===== config.mk =====
export PLATFORM = sky130hd
export DESIGN_NAME = id_ex_stage_flat
export DESIGN_NICKNAME = d
export VERILOG_FILES = /design/src/rtl/id_ex_if.sv /design/src/rtl/id_ex_stage.sv /design/src/flat_wrapper.sv
export SDC_FILE = /design/constraint.sdc
export NUM_CORES = 1
export LEC_CHECK = 0
export CORE_MARGIN = 5
export CORE_UTILIZATION = 23
export CTS_CLUSTER_SIZE = 8
export DETAILED_ROUTE_END_ITERATION = 10
export GPL_TIMING_DRIVEN = 0
export SLEW_MARGIN = 20
export SYNTH_ARGS = -nofsm -noshare
export SYNTH_HDL_FRONTEND = slang
export SYNTH_SLANG_ARGS = --single-unit

===== constraint.sdc =====
create_clock -name clk -period 5 [get_ports clk]
set_clock_uncertainty 0.05 [all_clocks]
set_input_delay 1 -clock clk [delete_from_list [all_inputs] [get_ports clk]]
set_output_delay 1 -clock clk [all_outputs]
set_load 0.02 [all_outputs]

===== src/rtl/id_ex_if.sv =====
// ID/EX pipeline bundle: decoded fields coming from ID and the registered copies presented to EX.
// The master side drives the decode fields and the slave (the stage register) drives the EX copies.
interface id_ex_if #(
    parameter int XLEN = 32
);
    logic            in_valid;
    logic [XLEN-1:0] in_pc;
    logic [4:0]      in_rs1;
    logic [4:0]      in_rs2;
    logic [4:0]      in_rd;
    logic            in_uses_rs1;
    logic            in_uses_rs2;
    logic [XLEN-1:0] in_rs1_data;
    logic [XLEN-1:0] in_rs2_data;
    logic [XLEN-1:0] in_imm;
    logic            in_reg_write;
    logic            in_mem_read;
    logic            in_mem_write;
    logic            in_alu_src;
    logic [3:0]      in_alu_op;

    logic            ex_valid;
    logic [XLEN-1:0] ex_pc;
    logic [XLEN-1:0] ex_rs1_data;
    logic [XLEN-1:0] ex_rs2_data;
    logic [XLEN-1:0] ex_imm;
    logic [4:0]      ex_rs1;
    logic [4:0]      ex_rs2;
    logic [4:0]      ex_rd;
    logic            ex_reg_write;
    logic            ex_mem_read;
    logic            ex_mem_write;
    logic            ex_alu_src;
    logic [3:0]      ex_alu_op;

    modport master (
        output in_valid, in_pc, in_rs1, in_rs2, in_rd, in_uses_rs1, in_uses_rs2,
               in_rs1_data, in_rs2_data, in_imm, in_reg_write, in_mem_read,
               in_mem_write, in_alu_src, in_alu_op,
        input  ex_valid, ex_pc, ex_rs1_data, ex_rs2_data, ex_imm, ex_rs1, ex_rs2,
               ex_rd, ex_reg_write, ex_mem_read, ex_mem_write, ex_alu_src, ex_alu_op
    );

    modport slave (
        input  in_valid, in_pc, in_rs1, in_rs2, in_rd, in_uses_rs1, in_uses_rs2,
               in_rs1_data, in_rs2_data, in_imm, in_reg_write, in_mem_read,
               in_mem_write, in_alu_src, in_alu_op,
        output ex_valid, ex_pc, ex_rs1_data, ex_rs2_data, ex_imm, ex_rs1, ex_rs2,
               ex_rd, ex_reg_write, ex_mem_read, ex_mem_write, ex_alu_src, ex_alu_op
    );
endinterface


===== src/rtl/id_ex_stage.sv =====
// ID/EX pipeline register with load-use hazard detection, bubble insertion and a
// saturating count of the load-use bubbles inserted.
module id_ex_stage #(
    parameter int XLEN  = 32,
    parameter int CNT_W = 16
) (
    input  logic             clk,
    input  logic             rst_n,
    id_ex_if.slave           bus,
    input  logic             flush,
    input  logic             ext_stall,
    output logic             load_use_hazard,
    output logic             if_id_stall,
    output logic [CNT_W-1:0] bubble_cnt
);
    typedef struct packed {
        logic            valid;
        logic [XLEN-1:0] pc;
        logic [XLEN-1:0] rs1_data;
        logic [XLEN-1:0] rs2_data;
        logic [XLEN-1:0] imm;
        logic [4:0]      rs1;
        logic [4:0]      rs2;
        logic [4:0]      rd;
        logic            reg_write;
        logic            mem_read;
        logic            mem_write;
        logic            alu_src;
        logic [3:0]      alu_op;
    } ex_t;

    ex_t              ex_reg;
    ex_t              ex_next;
    ex_t              capture;
    logic [CNT_W-1:0] cnt_reg;
    logic [CNT_W-1:0] cnt_next;

    // Operand sources in ID: index 0 is rs1, index 1 is rs2.
    logic [1:0]      src_uses;
    logic [1:0][4:0] src_idx;
    logic [1:0]      src_hit;

    assign src_uses = {bus.in_uses_rs2, bus.in_uses_rs1};
    assign src_idx  = {bus.in_rs2, bus.in_rs1};

    for (genvar gi = 0; gi < 2; gi++) begin : g_src
        assign src_hit[gi] = src_uses[gi] & (ex_reg.rd == src_idx[gi]);
    end

    // x0 is never a real destination, so a load into x0 cannot stall anyone.
    assign load_use_hazard = ex_reg.valid & ex_reg.mem_read & (ex_reg.rd != 5'd0)
                           & bus.in_valid & (|src_hit);
    assign if_id_stall     = ~flush & (ext_stall | load_use_hazard);

    always_comb begin
        capture           = '0;
        capture.valid     = 1'b1;
        capture.pc        = bus.in_pc;
        capture.rs1_data  = bus.in_rs1_data;
        capture.rs2_data  = bus.in_rs2_data;
        capture.imm       = bus.in_imm;
        capture.rs1       = bus.in_rs1;
        capture.rs2       = bus.in_rs2;
        capture.rd        = bus.in_rd;
        capture.reg_write = bus.in_reg_write;
        capture.mem_read  = bus.in_mem_read;
        capture.mem_write = bus.in_mem_write;
        capture.alu_src   = bus.in_alu_src;
        capture.alu_op    = bus.in_alu_op;
    end

    // Flush beats a downstream hold, which beats the load-use bubble.
    always_comb begin
        ex_next  = ex_reg;
        cnt_next = cnt_reg;
        if (flush) begin
            ex_next = '0;
        end else if (!ext_stall) begin
            if (load_use_hazard) begin
                ex_next = '0;
                if (cnt_reg != {CNT_W{1'b1}}) begin
                    cnt_next = cnt_reg + CNT_W'(1);
                end
            end else if (bus.in_valid) begin
                ex_next = capture;
            end else begin
                ex_next = '0;
            end
        end
    end

    always_ff @(posedge clk) begin
        if (!rst_n) begin
            ex_reg  <= '0;
            cnt_reg <= '0;
        end else begin
            ex_reg  <= ex_next;
            cnt_reg <= cnt_next;
        end
    end

    assign bus.ex_valid     = ex_reg.valid;
    assign bus.ex_pc        = ex_reg.pc;
    assign bus.ex_rs1_data  = ex_reg.rs1_data;
    assign bus.ex_rs2_data  = ex_reg.rs2_data;
    assign bus.ex_imm       = ex_reg.imm;
    assign bus.ex_rs1       = ex_reg.rs1;
    assign bus.ex_rs2       = ex_reg.rs2;
    assign bus.ex_rd        = ex_reg.rd;
    assign bus.ex_reg_write = ex_reg.reg_write;
    assign bus.ex_mem_read  = ex_reg.mem_read;
    assign bus.ex_mem_write = ex_reg.mem_write;
    assign bus.ex_alu_src   = ex_reg.alu_src;
    assign bus.ex_alu_op    = ex_reg.alu_op;
    assign bubble_cnt       = cnt_reg;
endmodule


===== src/flat_wrapper.sv =====
// flat-port wrapper written by rule: the top's interface ports become plain ports
module id_ex_stage_flat 
#(
    parameter int XLEN  = 32,
    parameter int CNT_W = 16
)
  (clk, rst_n, flush, ext_stall, load_use_hazard, if_id_stall, bubble_cnt, bus_in_valid, bus_in_pc, bus_in_rs1, bus_in_rs2, bus_in_rd, bus_in_uses_rs1, bus_in_uses_rs2, bus_in_rs1_data, bus_in_rs2_data, bus_in_imm, bus_in_reg_write, bus_in_mem_read, bus_in_mem_write, bus_in_alu_src, bus_in_alu_op, bus_ex_valid, bus_ex_pc, bus_ex_rs1_data, bus_ex_rs2_data, bus_ex_imm, bus_ex_rs1, bus_ex_rs2, bus_ex_rd, bus_ex_reg_write, bus_ex_mem_read, bus_ex_mem_write, bus_ex_alu_src, bus_ex_alu_op);
  id_ex_if #(.XLEN(XLEN)) bus_i ();
  input  logic clk;
  input  logic rst_n;
  input  logic flush;
  input  logic ext_stall;
  output logic load_use_hazard;
  output logic if_id_stall;
  output logic [CNT_W-1:0] bubble_cnt;
  input wire logic [$bits(bus_i.in_valid)-1:0] bus_in_valid;
  input wire logic [$bits(bus_i.in_pc)-1:0] bus_in_pc;
  input wire logic [$bits(bus_i.in_rs1)-1:0] bus_in_rs1;
  input wire logic [$bits(bus_i.in_rs2)-1:0] bus_in_rs2;
  input wire logic [$bits(bus_i.in_rd)-1:0] bus_in_rd;
  input wire logic [$bits(bus_i.in_uses_rs1)-1:0] bus_in_uses_rs1;
  input wire logic [$bits(bus_i.in_uses_rs2)-1:0] bus_in_uses_rs2;
  input wire logic [$bits(bus_i.in_rs1_data)-1:0] bus_in_rs1_data;
  input wire logic [$bits(bus_i.in_rs2_data)-1:0] bus_in_rs2_data;
  input wire logic [$bits(bus_i.in_imm)-1:0] bus_in_imm;
  input wire logic [$bits(bus_i.in_reg_write)-1:0] bus_in_reg_write;
  input wire logic [$bits(bus_i.in_mem_read)-1:0] bus_in_mem_read;
  input wire logic [$bits(bus_i.in_mem_write)-1:0] bus_in_mem_write;
  input wire logic [$bits(bus_i.in_alu_src)-1:0] bus_in_alu_src;
  input wire logic [$bits(bus_i.in_alu_op)-1:0] bus_in_alu_op;
  output wire logic [$bits(bus_i.ex_valid)-1:0] bus_ex_valid;
  output wire logic [$bits(bus_i.ex_pc)-1:0] bus_ex_pc;
  output wire logic [$bits(bus_i.ex_rs1_data)-1:0] bus_ex_rs1_data;
  output wire logic [$bits(bus_i.ex_rs2_data)-1:0] bus_ex_rs2_data;
  output wire logic [$bits(bus_i.ex_imm)-1:0] bus_ex_imm;
  output wire logic [$bits(bus_i.ex_rs1)-1:0] bus_ex_rs1;
  output wire logic [$bits(bus_i.ex_rs2)-1:0] bus_ex_rs2;
  output wire logic [$bits(bus_i.ex_rd)-1:0] bus_ex_rd;
  output wire logic [$bits(bus_i.ex_reg_write)-1:0] bus_ex_reg_write;
  output wire logic [$bits(bus_i.ex_mem_read)-1:0] bus_ex_mem_read;
  output wire logic [$bits(bus_i.ex_mem_write)-1:0] bus_ex_mem_write;
  output wire logic [$bits(bus_i.ex_alu_src)-1:0] bus_ex_alu_src;
  output wire logic [$bits(bus_i.ex_alu_op)-1:0] bus_ex_alu_op;
  assign bus_i.in_valid = bus_in_valid;
  assign bus_i.in_pc = bus_in_pc;
  assign bus_i.in_rs1 = bus_in_rs1;
  assign bus_i.in_rs2 = bus_in_rs2;
  assign bus_i.in_rd = bus_in_rd;
  assign bus_i.in_uses_rs1 = bus_in_uses_rs1;
  assign bus_i.in_uses_rs2 = bus_in_uses_rs2;
  assign bus_i.in_rs1_data = bus_in_rs1_data;
  assign bus_i.in_rs2_data = bus_in_rs2_data;
  assign bus_i.in_imm = bus_in_imm;
  assign bus_i.in_reg_write = bus_in_reg_write;
  assign bus_i.in_mem_read = bus_in_mem_read;
  assign bus_i.in_mem_write = bus_in_mem_write;
  assign bus_i.in_alu_src = bus_in_alu_src;
  assign bus_i.in_alu_op = bus_in_alu_op;
  assign bus_ex_valid = bus_i.ex_valid;
  assign bus_ex_pc = bus_i.ex_pc;
  assign bus_ex_rs1_data = bus_i.ex_rs1_data;
  assign bus_ex_rs2_data = bus_i.ex_rs2_data;
  assign bus_ex_imm = bus_i.ex_imm;
  assign bus_ex_rs1 = bus_i.ex_rs1;
  assign bus_ex_rs2 = bus_i.ex_rs2;
  assign bus_ex_rd = bus_i.ex_rd;
  assign bus_ex_reg_write = bus_i.ex_reg_write;
  assign bus_ex_mem_read = bus_i.ex_mem_read;
  assign bus_ex_mem_write = bus_i.ex_mem_write;
  assign bus_ex_alu_src = bus_i.ex_alu_src;
  assign bus_ex_alu_op = bus_i.ex_alu_op;
  id_ex_stage #(.XLEN(XLEN), .CNT_W(CNT_W)) u_core (.clk(clk), .rst_n(rst_n), .bus(bus_i), .flush(flush), .ext_stall(ext_stall), .load_use_hazard(load_use_hazard), .if_id_stall(if_id_stall), .bubble_cnt(bubble_cnt));
endmodule

; Word-level counts from Yosys, hierarchy flattened
; Index checks and enable logic that the tools add are counted.
[op_classes]
addsub = 1
eq_ne = 3
mux = 2
n_bitwise = 11
reduce_logical = 4
[op_table]
columns = cell, count
row1 = two-way mux 152 bit, 2
row2 = "adder 16 x 1 -> 16 bit, second input constant", 1
row3 = "!= test 16 bit, second input constant", 1
row4 = == test 5 bit, 2
row5 = bitwise AND 1 bit, 7
row6 = nonzero test 5 bit, 1
row7 = AND reduction 4 bit, 1
row8 = OR reduction 2 bit, 2
row9 = NOT 1 bit, 3
row10 = bitwise OR 1 bit, 1
[totals]
reg_bits = 168
in_bits = 158

; Depth between registers and ports, before layout
; Gate-level depths: netlist (run 1).
[logic_depth]
depth_word = 6
mapped_depth = 8
ltp_nobuf = 6

; Least setup slack after synthesis (run 1)
; Ideal clock, no wire load.
[synth_timing]
path_type = input-to-output
startpoint = in bus_in_rs1[3]
endpoint = out if_id_stall
t_arrival_ns = 2.632
required_ns = 3.950
path_slack_ns = 1.318
stages = 6
path_buffers = 1
cell_sequence = xor2_1 nor4_1 a32oi_1 clkbuf_1 nor3_1 o21ba_2
[synth_via]
elab_chain_len = 6
[synth_rtl]
columns = element, line
row1 = start: declaration, flat_wrapper.sv:18  ; input wire logic [$bits(bus_i.in_rs1)-1:0] bus_in_rs1;
row2 = == test 5 bit, id_ex_stage.sv:47  ; assign src_hit[gi] = src_uses[gi] & (ex_reg.rd == src_idx[gi]);
row3 = bitwise AND 1 bit, id_ex_stage.sv:47
row4 = OR reduction 2 bit, id_ex_stage.sv:52  ; & bus.in_valid & (|src_hit);
row5 = bitwise AND 1 bit, id_ex_stage.sv:52
row6 = via load_use_hazard, flat_wrapper.sv:13  ; output logic load_use_hazard;
row7 = bitwise OR 1 bit, id_ex_stage.sv:53  ; assign if_id_stall = ~flush & (ext_stall | load_use_hazard);
row8 = bitwise AND 1 bit, id_ex_stage.sv:53
row9 = end: declaration, flat_wrapper.sv:14  ; output logic if_id_stall;
; The timed path passes the listed nets, and every way through them passes these cells.

; Final worst setup path (run 1)
[layout_timing]
startpoint = in bus_in_rs2[4]
endpoint = out if_id_stall
[layout_via]
elab_chain_len = 6
[layout_rtl]
columns = element, line
row1 = start: declaration, flat_wrapper.sv:19  ; input wire logic [$bits(bus_i.in_rs2)-1:0] bus_in_rs2;
row2 = == test 5 bit, id_ex_stage.sv:47
row3 = bitwise AND 1 bit, id_ex_stage.sv:47
row4 = OR reduction 2 bit, id_ex_stage.sv:52
row5 = bitwise AND 1 bit, id_ex_stage.sv:52
row6 = bitwise OR 1 bit, id_ex_stage.sv:53
row7 = bitwise AND 1 bit, id_ex_stage.sv:53
; No other way between the ends.

==> results of run 1 <==
==> sequential cells by signal, indices dropped and copies added (netlist names), 4 cells and up <==
name                    flops
u_core.bus.ex_imm          32
u_core.bubble_cnt          16
u_core.bus.ex_rs2           5
u_core.bus.ex_alu_op        4
u_core.bus.ex_rs1           5
u_core.bus.ex_rd            5
u_core.bus.ex_pc           32
u_core.bus.ex_rs2_data     32
u_core.bus.ex_rs1_data     32
==> critical path, stage by stage <==
cell and delay [ns]:
clkdlybuf4s50_1 0.44, xor2_1 0.18, nor4_1 0.46, a32oi_1 0.22, clkbuf_1 0.30, nor3_2 0.32, o21ba_2 0.17, clkdlybuf4s50_1 0.62
==> power by group <==
| group | switching [uW] | total [uW] | internal, uW |
|---|---|---|---|
| sequential | 14.8 | 1380 | 1360 |
| clock | 629 | 1360 | 734 |
| combinational | 111 | 286 | 175 |
| total | 755 | 3030 | 2270 |
==> what timing repair did <==
action | in CTS | in global routing
buffers inserted | 0 | 0
setup endpoints to repair | 0 | 1
resized for setup | 0 | 1
hold endpoints to repair | 0 | 0
==> cell type report <==
cell class | count | area [um2] | area share (%)
flip-flops and latches | 168 | 3360 | 33.9
repair buffers | 326 | 3260 | 32.9
multi-input cells | 263 | 2030 | 20.4
clock buffers | 18 | 439 | 4.42
well taps | 324 | 405 | 4.08
plain buffers | 42 | 239 | 2.41
clock inverters | 14 | 176 | 1.78
inverters | 3 | 11.3 | 0.113
==> routing by layer <==
metal / vias up / global-route usage [%] / wire (um)
li1: 2530 / - / -
met1: 2417 / 18.2 / 9260
met4: 4 / 4.06 / 233
met5: - / 0 / 27
met3: 18 / 5.93 / 2040
met2: 255 / 23.7 / 9540
==> stage by stage <==
step | setup WS [ns] | total power, uW | util (%) | area (um2) | hold WS, ns
2_1_floorplan | 1.32 | 1490 | - | 5640 | 0.510
3_3_place_gp | 0.0281 | 1700 | 38.4 | 9310 | 0.410
3_5_place_dp | 0.0525 | 1700 | 38.4 | 9310 | 0.413
4_1_cts | 0.0433 | 3080 | 40.9 | 9920 | 0.433
5_1_grt | 0.0545 | 3150 | 40.9 | 9930 | 0.442
6_report | 0.233 | 3030 | 40.9 | 9930 | 0.429
==> cell usage in the layout (no fill, tap or decap), drive strengths merged, types with 4 or more instances in the layout <==
master	netlist	final
nand4	10	10
or3	5	5
clkinv	0	6
clkdlybuf4s50	0	326
nor2	8	8
a21oi	12	12
a22o	151	151
o21ai	6	6
nor3	6	6
nand3	9	9
xor2	8	8
or4	8	8
clkbuf	24	42
nand2	10	10
buf	18	18
o31ai	6	6
dfxtp	168	168
inv	3	10
nor4	4	4
==> worst paths after layout <==
kind	slack, ns	endpoint	cells past startpoint	from
worst max-delay path	0.23	if_id_stall	8	bus_in_rs2[4]
worst min-delay path	0.43	u_core.bus.ex_rs1_data[16]	1	u_core.bus.ex_rs1_data[16]
worst max register to register	2.38	u_core.bus.ex_imm[27]	7	u_core.bus.ex_rd[4]
worst min register to register	0.43	u_core.bus.ex_rs1_data[16]	1	u_core.bus.ex_rs1_data[16]
==> cells by family (layout without fill, tap and decap cells) <==
family | after synthesis | in the layout | synth area share (%)
AND/OR/NAND/NOR | 67 | 67 | 6.66
adder cells (fa/ha/maj) | 1 | 1 | 0.222
AO/OA/AOI/OAI | 182 | 182 | 26.9
XOR/XNOR | 10 | 10 | 1.55
multiplexers | 3 | 3 | 0.533
buffers and inverters | 45 | 403 | 4.44
flip-flops | 168 | 168 | 59.7
==> impl_results.md, run 1 <==
* Crit. End Element: output port
* Crit path kind: primary input to output port
* Startpoint Class: primary input
* CTS clk-pin slew, worst paths at 0.07 ns
* DIE WIDTH at 167 um
* Count leader, synth: dfxtp_1
* Hold Buf Count CTS at 0
* Post-synth top area share at 59.7%
* Least-Margin Pin Slew at 0.682 ns
* DR WL/cell at 18.2 um
* Core area at 0.0242 mm2
* Drt total wl at 21100 um
* Max FO, Critical Path at 10
* Critical Path RT at 3.95 ns
* Relative slew margins at 54.5%
* DRC errors left at 0
* Antenna cells at 0
* CTS tree: built
* Detail Route Antenna Nets at 0
* Worst min-delay path category: flip-flop to flip-flop
* Crit share post-route at 95.3%
* Vias in the first global route at 5358
* Via Count at 5224
* Synth top cells by count: dfxtp_1, a22o_1, clkbuf_1, a21oi_1, nand2_1
* Max Slew Vio Count at 0
* Cell variety after synth at 33
* CTS Buf Count at 17
* Final setup violation count at 0
* Primary FF master, synth: dfxtp_1
* Synth Net Count at 635
* #FFs+latches synth at 168
* Post-layout min period at 4.77 ns
* Area Overhead vs Synth at 76.1%
* Die ar. at 0.0277 mm2
* DR iter-0 viols at 318
* Post-route non-filler standard cell count at 1158
* Final HPWL DP at 16200 um
* Synth Instances at 476
* Peak VDD IR at 209 uV
* Clk_lat worst skew at 0.42 ns
* PD cells at 305 mW/mm2
* Port buffer count at 326
* Starting density of the core at 23.2%
* I/O pin total at 328
* Average vias per placed instance at 4.51
* Initial antenna violation count at 2
* Dominant cells by area after synthesis: dfxtp_1, a22o_1, buf_6, clkbuf_1, xor2_1
* Share of cells above drive strength 1 at 6.59%
* DP Cell Count at 1126
* Clock Sinks at 168
* Max Cap Viol at 0
* Routability cong. at 0.814
* Fillers at 2359
* GRT Total Usage at 14.7%
* CTS max path bufs at 2
* Endpoints failing hold at 0
* Synth Cell Area at 0.00564 mm2
* Critical Path AT at 3.72 ns
* TritonRoute pass-1 iters at 6
* Synth warn at 0
* RSZ-0062 raised after global routing: false
* Pin count of the biggest net entering global routing at 19
* Row count at 57
* Cell taking the most area after synthesis: dfxtp_1
* First-pass GRT wire length at 32300 um
* Fmax at 210 MHz
* H-tree depth at 4
* Run status: finished, final reports clean
* Setup total negative slack at 0 ns
* CTS root buf: clkbuf_16
* Leak at 0.00366 uW
* Avg Cell Area, Syn at 11.8 um2
* Fraction of registers with async set/reset at 0%
* Sequential fraction of the synthesis area at 59.7%
* Grt ovf at 0
* Post-synth EDFFs at 0
* Die Y-Extent at 167 um
* # nets final at 980
No activity file was read; power rests on OpenSTA's default activity.
==> run 2: changes to the inputs <==
clock period = 4.28 ns   (was 5 ns; I/O delays follow)
==> run 2 against run 1 <==
Compared with the run above:
- count of clock-buffer cells in the layout unchanged
- register-to-register slack got worse by 0.55 ns
- non-clock buffer count unchanged
- worst hold slack about the same
- combinational power increased by 17%
- die area unchanged
- global-route usage about the same
- final cell count unchanged
==> impl_results.md, run 2 (same netlist as run 1, synthesis figures left out) <==
* Worst min-delay path category: flip-flop to flip-flop
* CTS max path bufs at 2
* Grt ovf at 0
* Reg2Reg Capture Point: u_core.bus.ex_imm[27]
* Crit path kind: primary input to output port
* Postcts setup bufs at 0
* Post-layout min period at 3.98 ns
* Hold Buf Count CTS at 0
* Share of cells above drive strength 1 at 6.95%
* Run status: finished, final reports clean
* R2r startpoint: u_core.bus.ex_rd[4]
* Routability cong. at 0.814
* Utilization after layout at 41.0%
* Area Overhead vs Synth at 76.4%
* CTS root buf: clkbuf_16
* Clk_lat worst skew at 0.42 ns
* First-pass GRT wire length at 32300 um
* Starting density of the core at 23.2%
* Endpoints failing hold at 0
* Flop pwr share at 45.5%
* P_sw at 884 uW
* Fin area at 0.00994 mm2
* Post-route non-filler standard cell count at 1158
* DR iter-0 viols at 289
* Antenna cells at 0
* Leak at 0.00369 uW
* Final worst setup slack at 0.298 ns
* DIE WIDTH at 167 um
* Drt total wl at 21200 um
* Crit share post-route at 93.0%
* Critical Path AT at 3.08 ns
* Clk pwr share at 45.0%
* Max Cap Viol at 0
* PD cells at 356 mW/mm2
* Detail Route Antenna Nets at 0
* H-tree depth at 4
* Total Power at 3540 uW
* Reg2Reg Depth at 7
* Clock Sinks at 168
* CTS tree: built
* Switching fraction of total power at 25.0%
* Commonest non-fill, non-tap cell in the layout: clkdlybuf4s50_1
* Max FO, Critical Path at 10
* Part of the power in combinational logic at 9.5%
* RSZ-0062 raised after global routing: false
* Crit. End Element: output port
* Peak VDD IR at 245 uV
* Initial antenna violation count at 2
* Final HPWL DP at 16200 um
* Startpoint Class: primary input
* Least-Margin Pin Slew at 0.682 ns
* CP Capture Point: if_id_stall
* Relative slew margins at 54.5%
* Average vias per placed instance at 4.53
* TritonRoute pass-1 iters at 4
* Critical Path RT at 3.37 ns
* Pin count of the biggest net entering global routing at 19
* Fmax at 251 MHz
* Placed Instance Area at 0.00931 mm2
* # nets final at 980
* Place WS at -0.380 ns
* Max Slew Vio Count at 0
* Reg2reg setup slack at 1.83 ns
* Die ar. at 0.0277 mm2
* Fillers at 2356
* Die Y-Extent at 167 um
* DRC errors left at 0
* Commonest non-fill, non-tap cells in the layout: clkdlybuf4s50_1, dfxtp_1, a22o_1
* CTS Buf Count at 17
* DR WL/cell at 18.3 um
* Vias in the first global route at 5388
* GRT Total Usage at 14.7%
* Via Count at 5244
* Final setup violation count at 0
* Critical Path Source: bus_in_rs1[2]
* Port buffer count at 326
* DP Cell Count at 1126
* Row count at 57
* Core area at 0.0242 mm2
* Pint at 2650 uW
* CTS clk-pin slew, worst paths at 0.07 ns
* I/O pin total at 328
run 2: how the worst min path moves through the flow:
stage	slack [ns]	to	startpoint	cells after the start
3_5_place_dp	0.41	u_core.bus.ex_rs2_data[25]	u_core.bus.ex_rs2_data[25]	1
4_1_cts	0.43	u_core.bus.ex_rs2[1]	u_core.bus.ex_rs2[1]	1
3_3_place_gp	0.41	u_core.bus.ex_pc[27]	u_core.bus.ex_pc[27]	1
5_1_grt	0.44	u_core.bus.ex_rs1[1]	u_core.bus.ex_rs1[1]	1
6_report	0.43	u_core.bus.ex_pc[30]	u_core.bus.ex_pc[30]	1
2_1_floorplan	0.51	u_core.bubble_cnt[13]	u_core.bubble_cnt[13]	2
run 2: final cells by class:
type,instances,area [um2],share of cell area [%]
Sequential cell,168,3360,33.8
Timing Repair Buffer,326,3260,32.8
Multi-Input combinational cell,263,2040,20.5
Clock buffer,18,439,4.42
Tap cell,324,405,4.08
Buffer,42,243,2.44
Clock inverter,14,176,1.77
Inverter,3,11.3,0.113
run 2: critical path: stages:
cell and delay, ns:
clkdlybuf4s50_1 0.47, xor2_1 0.17, nor4_1 0.34, a32oi_2 0.22
clkbuf_4 0.24, nor3_2 0.27, o21ba_2 0.16, dlygate4sd2_1 0.35
run 2: power groups by stage:
| stage | Combinational [uW] | Clock (uW) | Sequential (uW) |
|---|---|---|---|
| after CTS | 341 | 1640 | 1610 |
| after floorplan | 65.1 | 0 | 1680 |
| after global placement | 337 | 0 | 1640 |
| after global routing | 356 | 1720 | 1610 |
| final | 335 | 1590 | 1610 |
| after detailed placement | 338 | 0 | 1640 |
run 2: routing by layer:
metal	wire [um]	vias to the layer above	share of wire (%)	global-route usage, %
met3	2110	19	10	6.02
li1	-	2529	-	-
met2	9640	252	46	23.7
met1	9160	2440	43	18.2
met5	27	-	0.13	0
met4	224	4	1.1	4.06
run 2: what timing repair did:
item,in CTS,in global routing
pin swaps,1,0
endpoints found under the setup margin,2,1
cloned,0,0
hold endpoints to repair,0,0
gates resized for setup,6,1
run 2: metrics by stage:
stage | TNS [ns] | hold slack (ns)
floorplan | 0 | 0.510
global placement | -0.706 | 0.410
detailed placement | -0.655 | 0.413
CTS | 0 | 0.433
global route | 0 | 0.442
finish | 0 | 0.429
